**src/rtl/nn_slice_sequencer.sv**
```systemverilog
// -----------------------------------------------------------------------------
// nn_slice_sequencer
//
// Steps a dot-product unit through the sub-word slices of a mixed-precision
// operand. Each slice is reused for a programmable number of dotp issues (the
// skip count). When the last slice has been used, the sequencer stops ID from
// issuing and requests an operand-buffer refill. Issue resumes when the refill
// data has returned.
//
// Ports
//   clk              clock, rising edge
//   rst_n            asynchronous active-low reset
//   cfg_valid_i      configuration strobe
//   cfg_ready_o      configuration accepted when high together with cfg_valid_i
//   cfg_fmt_i        format: 1 -> 2 slices, 2 -> 4 slices, 3 -> 8 slices,
//                    any other code -> no mixed op (return to IDLE)
//   cfg_skip_i       dotp issues per slice (0 is treated as 1)
//   dotp_fire_i      one dotp/sdotp/MAC&LOAD accepted by EX this cycle
//   flush_i          restart the slice sequence (RUN only)
//   slice_o          current sub-word slice index
//   slice_adv_o      one-cycle pulse in the cycle slice_o takes a new value
//   refill_req_o     operand-buffer refill request, held until granted
//   refill_gnt_i     refill request accepted
//   refill_rvalid_i  refill data returned
//   stall_o          ID must not issue dotp
//   busy_o           sequencer is not IDLE
// -----------------------------------------------------------------------------
module nn_slice_sequencer #(
  parameter int unsigned SKIP_W = 8
) (
  input  logic              clk,
  input  logic              rst_n,
  input  logic              cfg_valid_i,
  output logic              cfg_ready_o,
  input  logic [2:0]        cfg_fmt_i,
  input  logic [SKIP_W-1:0] cfg_skip_i,
  input  logic              dotp_fire_i,
  input  logic              flush_i,
  output logic [2:0]        slice_o,
  output logic              slice_adv_o,
  output logic              refill_req_o,
  input  logic              refill_gnt_i,
  input  logic              refill_rvalid_i,
  output logic              stall_o,
  output logic              busy_o
);

  typedef enum logic [1:0] {
    ST_IDLE = 2'd0,
    ST_RUN  = 2'd1,
    ST_REQ  = 2'd2,
    ST_WAIT = 2'd3
  } state_e;

  state_e            state_q,    state_d;
  logic [2:0]        fmt_q,      fmt_d;
  logic [SKIP_W-1:0] skip_q,     skip_d;
  logic [SKIP_W-1:0] skip_cnt_q, skip_cnt_d;
  logic [2:0]        slice_q,    slice_d;
  logic              slice_adv_q, slice_adv_d;

  logic              cfg_accept;
  logic              cfg_fmt_ok;
  logic [SKIP_W-1:0] skip_last;
  logic [2:0]        slice_last;

  // ---------------------------------------------------------------------------
  // Decode helpers
  // ---------------------------------------------------------------------------
  // Configuration is only taken while no refill is outstanding.
  assign cfg_ready_o = (state_q == ST_IDLE) || (state_q == ST_RUN);
  assign cfg_accept  = cfg_valid_i && cfg_ready_o;
  assign cfg_fmt_ok  = (cfg_fmt_i == 3'd1) || (cfg_fmt_i == 3'd2) || (cfg_fmt_i == 3'd3);

  // Last value of the skip counter before the slice advances. A latched skip
  // of zero behaves like one, so both give a last count of zero.
  assign skip_last = (skip_q == '0) ? '0 : (skip_q - SKIP_W'(1));

  // Highest slice index for the latched format (NSL - 1).
  always_comb begin
    case (fmt_q)
      3'd1:    slice_last = 3'd1;
      3'd2:    slice_last = 3'd3;
      default: slice_last = 3'd7;
    endcase
  end

  // ---------------------------------------------------------------------------
  // Next-state logic
  // ---------------------------------------------------------------------------
  // NOTE: every signal driven here is given a default first, so no path can
  // leave one unassigned and infer a latch.
  always_comb begin
    state_d     = state_q;
    fmt_d       = fmt_q;
    skip_d      = skip_q;
    skip_cnt_d  = skip_cnt_q;
    slice_d     = slice_q;
    slice_adv_d = 1'b0;

    if (cfg_accept) begin
      // A new configuration wins over flush and dotp in the same cycle and
      // always restarts the sequence without an advance pulse.
      skip_cnt_d = '0;
      slice_d    = 3'd0;
      if (cfg_fmt_ok) begin
        fmt_d   = cfg_fmt_i;
        skip_d  = cfg_skip_i;
        state_d = ST_RUN;
      end else begin
        state_d = ST_IDLE;
      end
    end else begin
      case (state_q)
        ST_RUN: begin
          if (flush_i) begin
            skip_cnt_d = '0;
            slice_d    = 3'd0;
          end else if (dotp_fire_i) begin
            if (skip_cnt_q < skip_last) begin
              skip_cnt_d = skip_cnt_q + SKIP_W'(1);
            end else begin
              skip_cnt_d  = '0;
              slice_adv_d = 1'b1;
              if (slice_q == slice_last) begin
                // All slices consumed: wrap and fetch fresh operands.
                slice_d = 3'd0;
                state_d = ST_REQ;
              end else begin
                slice_d = slice_q + 3'd1;
              end
            end
          end
        end

        ST_REQ: begin
          if (refill_gnt_i) begin
            state_d = ST_WAIT;
          end
        end

        ST_WAIT: begin
          if (refill_rvalid_i) begin
            state_d = ST_RUN;
          end
        end

        default: begin
          // IDLE: only a configuration leaves this state.
        end
      endcase
    end
  end

  // ---------------------------------------------------------------------------
  // State registers
  // ---------------------------------------------------------------------------
  // NOTE: sequential state uses non-blocking assignments so every register
  // samples the pre-edge value of every other register.
  always_ff @(posedge clk or negedge rst_n) begin
    if (!rst_n) begin
      state_q     <= ST_IDLE;
      fmt_q       <= 3'd0;
      skip_q      <= SKIP_W'(1);
      skip_cnt_q  <= '0;
      slice_q     <= 3'd0;
      slice_adv_q <= 1'b0;
    end else begin
      state_q     <= state_d;
      fmt_q       <= fmt_d;
      skip_q      <= skip_d;
      skip_cnt_q  <= skip_cnt_d;
      slice_q     <= slice_d;
      slice_adv_q <= slice_adv_d;
    end
  end

  // ---------------------------------------------------------------------------
  // Outputs: registered or decoded from the registered state only
  // ---------------------------------------------------------------------------
  assign slice_o      = slice_q;
  assign slice_adv_o  = slice_adv_q;
  assign refill_req_o = (state_q == ST_REQ);
  assign stall_o      = (state_q == ST_REQ) || (state_q == ST_WAIT);
  assign busy_o       = (state_q != ST_IDLE);

endmodule

```
**config.mk**
```make
export PLATFORM = sky130hd
export DESIGN_NAME = nn_slice_sequencer
export DESIGN_NICKNAME = d
export VERILOG_FILES = /design/src/rtl/nn_slice_sequencer.sv
export SDC_FILE = /design/constraint.sdc
export NUM_CORES = 1
export LEC_CHECK = 0
export ABC_AREA = 1
export CELL_PAD_IN_SITES_DETAIL_PLACEMENT = 1
export CELL_PAD_IN_SITES_GLOBAL_PLACEMENT = 1
export CORE_MARGIN = 2
export CORE_UTILIZATION = 41
export DETAILED_ROUTE_END_ITERATION = 8
export PLACE_DENSITY = 0.95
export SYNTH_ARGS = -nofsm -noshare
export SYNTH_HDL_FRONTEND = slang
export SYNTH_SLANG_ARGS = --single-unit
export TNS_END_PERCENT = 1
```
**constraint.sdc**
```tcl
create_clock -name clk -period 6.8 [get_ports clk]
set_clock_uncertainty 0.1 [all_clocks]
set_input_delay 1.36 -clock clk [delete_from_list [all_inputs] [get_ports clk]]
set_output_delay 1.36 -clock clk [all_outputs]
set_load 0.02 [all_outputs]
```
==> flow_metrics.py, run 1 <==
metrics = {
    "status": {
        "status": "finished clean",
    },
    "timing": {
        "period_needed_ns": 3.11,
        "post-route-period-util": 0.457,
        "tns_ns": 0,
        "tightest_slew_ns": 1.13,
        "slew_headroom": 0.245,
        "drv_slew": 0,
        "rsz0062_at_grt": "false",
        "fmax_mhz": 322,
        "timing_hold_violations_final": 0,
        "setup_viol": 0,
    },
    "grt": {
        "grt_use_total": 0.206,
        "grt_pass1_wl_um": 6980,
        "grtUsageMet3": 0.0375,
        "grt-busiest-layer": "met2",
        "grt_pass1_vias": 1566,
        "use_met1": 0.246,
        "antenna_found_initial": 0,
        "gr-total-overflow": 0,
        "grt_use_met2": 0.366,
        "grt_max_degree": 26,
    },
    "clock_network": {
        "cts-buffers-inserted": 3,
        "cts_root_buffer": "clkbuf_8",
        "cts_buffer_depth": 2,
        "cts-resized-gates": 0,
        "insertion_delay_ns": 0.27,
        "cts_sinks": 25,
        "cts_setup_buffers": 0,
        "htreeDepth": 1,
        "ctsHoldBuffers": 0,
        "clk_pin_slew_ns": 0.08,
        "cts_tree": "built",
    },
    "final_layout": {
        "area_delta_synth_final_pct": 21.4,
        "fin_cells": 283,
        "layout.nets": 264,
        "nFillCells": 490,
        "antenna_cells": 0,
        "layout-drive-gt1-share": 0.0851,
        "seqCellArea_um2": 627,
        "multi_input_area_um2": 852,
    },
    "setup_path": {
        "end_kind": "output pin",
        "r2r_end": "skip_cnt_q[7]",
        "reg2reg_from": "skip_q[0]",
        "worstSetupPathType": "reg -> out",
        "cp-startpoint": "state_q[1]",
        "cp_data_arrival_time_ns": 1.65,
        "worst_setup_path_start_kind": "flip-flop",
        "r2r_slack_ns": 3.86,
        "cp.required_ns": 5.34,
        "endpoint": "refill_req_o",
        "critPathMaxFanout": 6,
        "reg2reg_depth": 12,
    },
    "floorplanning": {
        "die-height_um": 66.4,
        "rows": 22,
        "dieArea_um2": 4410,
        "coreArea_um2": 3720,
        "start_util": 0.430,
        "die_w_um": 66.4,
        "ioPinCount": 26,
    },
    "placement": {
        "dp_hpwl_um": 3110,
        "gp_congestion": 0.809,
        "dp_cells": 279,
        "io_buffers": 25,
    },
    "yosys": {
        "synthDistinctLibCells": 31,
        "synth.area.top_cells": "dfrtp_1 (38%), nand2_1 (13%), ha_1 (7.8%)",
        "synth_top_cell_area_share": 0.376,
        "ys_top_cells_by_count": "nand2_1 (55), inv_1 (25), dfrtp_1 (24)",
        "yosysSeqAreaShare": 0.392,
        "syn_area_um2": 1600,
        "ys_ff_latch": 25,
        "async_reset_ff_frac": 1.00,
        "synth_edf_count": 0,
        "yosysMostFrequentCell": "nand2_1",
        "yosysWarnings": 0,
        "synth.largest_area_cell": "dfrtp_1",
        "syn_nets": 237,
        "synth_cells": 209,
        "yosys_most_used_dff": "dfrtp_1",
        "avgSynthCellArea_um2": 7.64,
    },
    "pwr": {
        "leakage_nw": 0.959,
        "power_density_nw_per_um2": 380,
        "ir_drop_uv": 150,
    },
    "route": {
        "wl_um": 3870,
        "viasPerCell": 5.04,
        "vias": 1425,
        "postRouteAntennaNets": 0,
        "drt_iter0_drc": 65,
        "dr.pass1.iters": 4,
        "post-route-drc-count": 0,
        "detail_route.wl_per_cell_um": 13.7,
    },
    "hold_path": {
        "hp-class": "reg -> reg",
    },
    "job": {
        "max_cap_violations": 0,
    },
}
worst max-delay path, stage by stage, from the launching register on:
cell and delay [ns]:
dfrtp_1 0.45, inv_1 0.14, nor2_1 0.17, clkdlybuf4s50_1 0.63
layout by cell type, fill, tap and decap left out, types with 3 or more instances in the layout:
cell,synthesis,layout
a21oi_1,6,6
clkbuf_8,0,3
clkdlybuf4s50_1,0,25
dfrtp_1,24,24
ha_1,10,10
inv_1,25,25
inv_2,3,3
nand2_1,55,55
nand2_2,3,3
nand3_1,15,15
nand4_1,3,3
nor2_1,22,22
nor2_2,4,4
o21ai_0,7,7
o21ai_1,5,5
xor2_1,8,8
kinds of logic after synthesis:
kind of cell               count (synthesis)  synth area share
AOI/OAI and AO/OA                         23            0.0861
DFF                                       25             0.392
adders and majority gates                 10            0.0783
and+or+nand+nor                          111             0.320
xor gates and xnor gates                   9            0.0493
buffers and inverters                     31            0.0744
area by class of cell:
class | instances | share of cell area
Multi-Input combinational cell | 153 | 0.439
Clock buffer | 4 | 0.0232
Inverter | 28 | 0.0542
Tap cell | 48 | 0.0310
Timing Repair Buffer | 25 | 0.129
Sequential cell | 25 | 0.323
registers in the layout, summed over array words and instances, names as in the netlist:
name,cells
state_q,2
slice_adv_o,1
skip_cnt_q,8
slice_o,3
fmt_q,3
skip_q,8
worst min-delay path by stage:
stage              from  endpoint  depth (start not counted)  slack, ns
2_1_floorplan  fmt_q[1]  fmt_q[1]                          2       0.36
3_3_place_gp   fmt_q[1]  fmt_q[1]                          2       0.39
3_5_place_dp   fmt_q[2]  fmt_q[2]                          2       0.42
4_1_cts        fmt_q[2]  fmt_q[2]                          2       0.44
5_1_grt        fmt_q[1]  fmt_q[1]                          2       0.48
6_report       fmt_q[2]  fmt_q[2]                          2       0.43
report_power, final:
part / total (mW) / leakage, nW / internal (mW) / switching, mW
logic: 0.395 / 0.610 / 0.158 / 0.237
clock network: 0.0893 / 0.0228 / 0.0420 / 0.0473
registers: 0.252 / 0.326 / 0.198 / 0.0542
metrics by stage:
stage	total power [mW]	hold slack [ns]	utilization	instance area, µm²	setup WS [ns]
2_1_floorplan	0.522	0.365	-	1600	4.29
6_report	0.736	0.434	0.522	1940	3.69
3_3_place_gp	0.624	0.388	0.510	1890	3.61
3_5_place_dp	0.650	0.420	0.510	1890	3.51
5_1_grt	0.812	0.483	0.522	1940	3.55
4_1_cts	0.743	0.441	0.522	1940	3.66
per-layer routing:
layer | vias to the layer above | wire [µm] | part of all wire
li1 | 719 | - | -
met1 | 677 | 1740 | 0.45
met2 | 23 | 1960 | 0.51
met3 | 6 | 90 | 0.023
met4 | 0 | 77 | 0.020
met5 | - | 0 | 0
Note: power is estimated with default switching activity, not from simulation.
==> run 2: changes to the inputs <==
Settings changed: CORE_UTILIZATION 41 to 38, PLACE_DENSITY 0.95 to 0.9.
Clock period 6.8 ns to 3.1 ns, I/O delays scaled along.
==> run 2 against run 1 <==
Net effect: combinational power is 120% higher; clock power is 130% higher; final area is 1.1% higher; non-clock buffer count is 2 higher; worst setup slack worse by 3.4 ns; count of clock-buffer cells in the layout is 1 lower; critical path depth is 9 higher; sequential power is 120% higher; via count is 1.1% lower; global-route usage is 3.9 points lower; first-iteration DRC count is 42% lower; critical path type is now reg -> reg; critical endpoint is now skip_cnt_q[3]; largest cell class unchanged; highest routed layer unchanged.
==> flow_metrics.py, run 2 (same netlist as run 1, synthesis figures left out) <==
metrics = {
    "timing": {
        "timing_hold_violations_final": 0,
        "fmax_mhz": 361,
        "slew_headroom": 0.666,
        "tns_ns": 0,
        "period_needed_ns": 2.77,
        "rsz0062_at_grt": "false",
        "tightest_slew_ns": 0.500,
        "setup_viol": 0,
        "post-route-period-util": 0.893,
        "drv_slew": 0,
    },
    "clock_network": {
        "cts_buffer_depth": 2,
        "cts-buffers-inserted": 3,
        "ctsHoldBuffers": 0,
        "cts_tree": "built",
        "cts_root_buffer": "clkbuf_8",
        "htreeDepth": 1,
        "insertion_delay_ns": 0.27,
        "cts_sinks": 25,
        "cts_setup_buffers": 0,
        "cts-resized-gates": 0,
        "clk_pin_slew_ns": 0.09,
    },
    "pwr": {
        "leakage_nw": 0.968,
        "p_int_uw": 875,
        "sw_frac_of_total": 0.454,
        "ir_drop_uv": 292,
        "pwr-share-comb": 0.532,
        "p_sw_uw": 729,
        "power_density_nw_per_um2": 818,
        "clockPowerShare": 0.127,
        "pwr-share-seq": 0.341,
    },
    "grt": {
        "antenna_found_initial": 0,
        "grt_pass1_wl_um": 6000,
        "grt_max_degree": 18,
        "gr-total-overflow": 0,
        "grt_pass1_vias": 1395,
        "grt_use_total": 0.167,
    },
    "placement": {
        "placed_cell_area_um2": 1910,
        "dp_cells": 283,
        "dp_hpwl_um": 2920,
        "gp_congestion": 0.779,
        "io_buffers": 25,
    },
    "final_layout": {
        "largestRegisters": "skip_cnt_q (8), skip_q (8)",
        "layout-drive-gt1-share": 0.0970,
        "final_cell_area_um2": 1960,
        "area_delta_synth_final_pct": 22.7,
        "final_common_cell": "nand2_1",
        "layout.nets": 266,
        "antenna_cells": 0,
        "layout_common_cells": "nand2_1 (55), inv_1 (25), clkdlybuf4s50_1 (25), dfrtp_1 (24), nor2_1 (22)",
        "final_util": 0.487,
        "fin_cells": 287,
    },
    "floorplanning": {
        "coreArea_um2": 4030,
        "rows": 23,
        "ioPinCount": 26,
        "start_util": 0.397,
        "die-height_um": 68.8,
        "die_w_um": 68.8,
        "dieArea_um2": 4740,
    },
    "route": {
        "detail_route.wl_per_cell_um": 12.1,
        "vias": 1409,
        "dr.pass1.iters": 4,
        "viasPerCell": 4.91,
        "wl_um": 3490,
        "drt_iter0_drc": 38,
        "post-route-drc-count": 0,
        "postRouteAntennaNets": 0,
    },
    "status": {
        "status": "finished clean",
    },
    "hold_path": {
        "min-delay-start": "fmt_q[2]",
        "hp-class": "reg -> reg",
        "hold_depth": 2,
        "hold_end": "fmt_q[2]",
    },
    "setup_path": {
        "cp.required_ns": 3.21,
        "critPathMaxFanout": 8,
        "end_kind": "flip-flop",
        "r2r_slack_ns": 0.33,
        "reg2reg_from": "skip_q[0]",
        "worst_setup_path_start_kind": "flip-flop",
        "reg2reg_depth": 12,
        "worstSetupPathType": "reg -> reg",
        "cp_data_arrival_time_ns": 2.88,
        "r2r_end": "skip_cnt_q[3]",
    },
    "job": {
        "max_cap_violations": 0,
    },
}
==> run 2: cell types whose count changed in the layout (fill, tap and decap cells not counted) <==
cell / before / now
buf_4: 0 / 2
clkinvlp_4: 0 / 1
clkbuf_1: 1 / 0
==> run 2: worst max path at each step <==
| stage | cells after the start | from | slack (ns) | endpoint |
|---|---|---|---|---|
| global route | 12 | skip_q[0] | 0.11 | skip_cnt_q[2] |
| floorplan | 13 | skip_q[0] | 0.59 | skip_cnt_q[2] |
| CTS | 12 | skip_q[0] | 0.30 | skip_cnt_q[3] |
| detailed placement | 12 | skip_q[0] | 0.33 | skip_cnt_q[3] |
| finish | 12 | skip_q[0] | 0.33 | skip_cnt_q[3] |
| global placement | 12 | skip_q[0] | 0.47 | skip_cnt_q[7] |
==> run 2: stage by stage <==
step | hold slack, ns | power (mW) | worst slack (ns)
6_report | 0.416 | 1.60 | 0.330
5_1_grt | 0.455 | 1.77 | 0.114
4_1_cts | 0.419 | 1.63 | 0.299
3_5_place_dp | 0.393 | 1.41 | 0.332
3_3_place_gp | 0.384 | 1.38 | 0.468
2_1_floorplan | 0.224 | 1.15 | 0.587
==> run 2: area by class of cell <==
class	count	area, µm²
multi-input combinational	153	852
clock inverter	1	7.51
sequential	25	627
tap	50	62.6
fill	507	2070
timing repair buffer	27	265
clock buffer	3	41.3
inverter	28	105
==> run 2: metal layers <==
layer	wire, µm	global-route usage	share of wire
met1	1710	0.219	0.49
met3	72	0.0227	0.021
met5	0	0	0
met4	61	0.0735	0.018
met2	1640	0.274	0.47
==> run 2: power groups by stage <==
stage | clock network, mW | registers (mW) | logic, mW
after floorplan | 0 | 0.539 | 0.606
after global placement | 0 | 0.549 | 0.827
after detailed placement | 0 | 0.554 | 0.857
after CTS | 0.212 | 0.548 | 0.868
after global routing | 0.226 | 0.564 | 0.984
final | 0.203 | 0.547 | 0.854
==> run 2: critical path: stages (launching register included) <==
cell,delay [ns]
dfstp_2,0.55
inv_1,0.06
ha_1,0.28
nand3_1,0.25
nand3_1,0.12
ha_1,0.30
a21oi_1,0.13
nor2_1,0.05
a211oi_1,0.35
nand3_2,0.18
nand2_2,0.16
inv_2,0.09
nor2_1,0.09
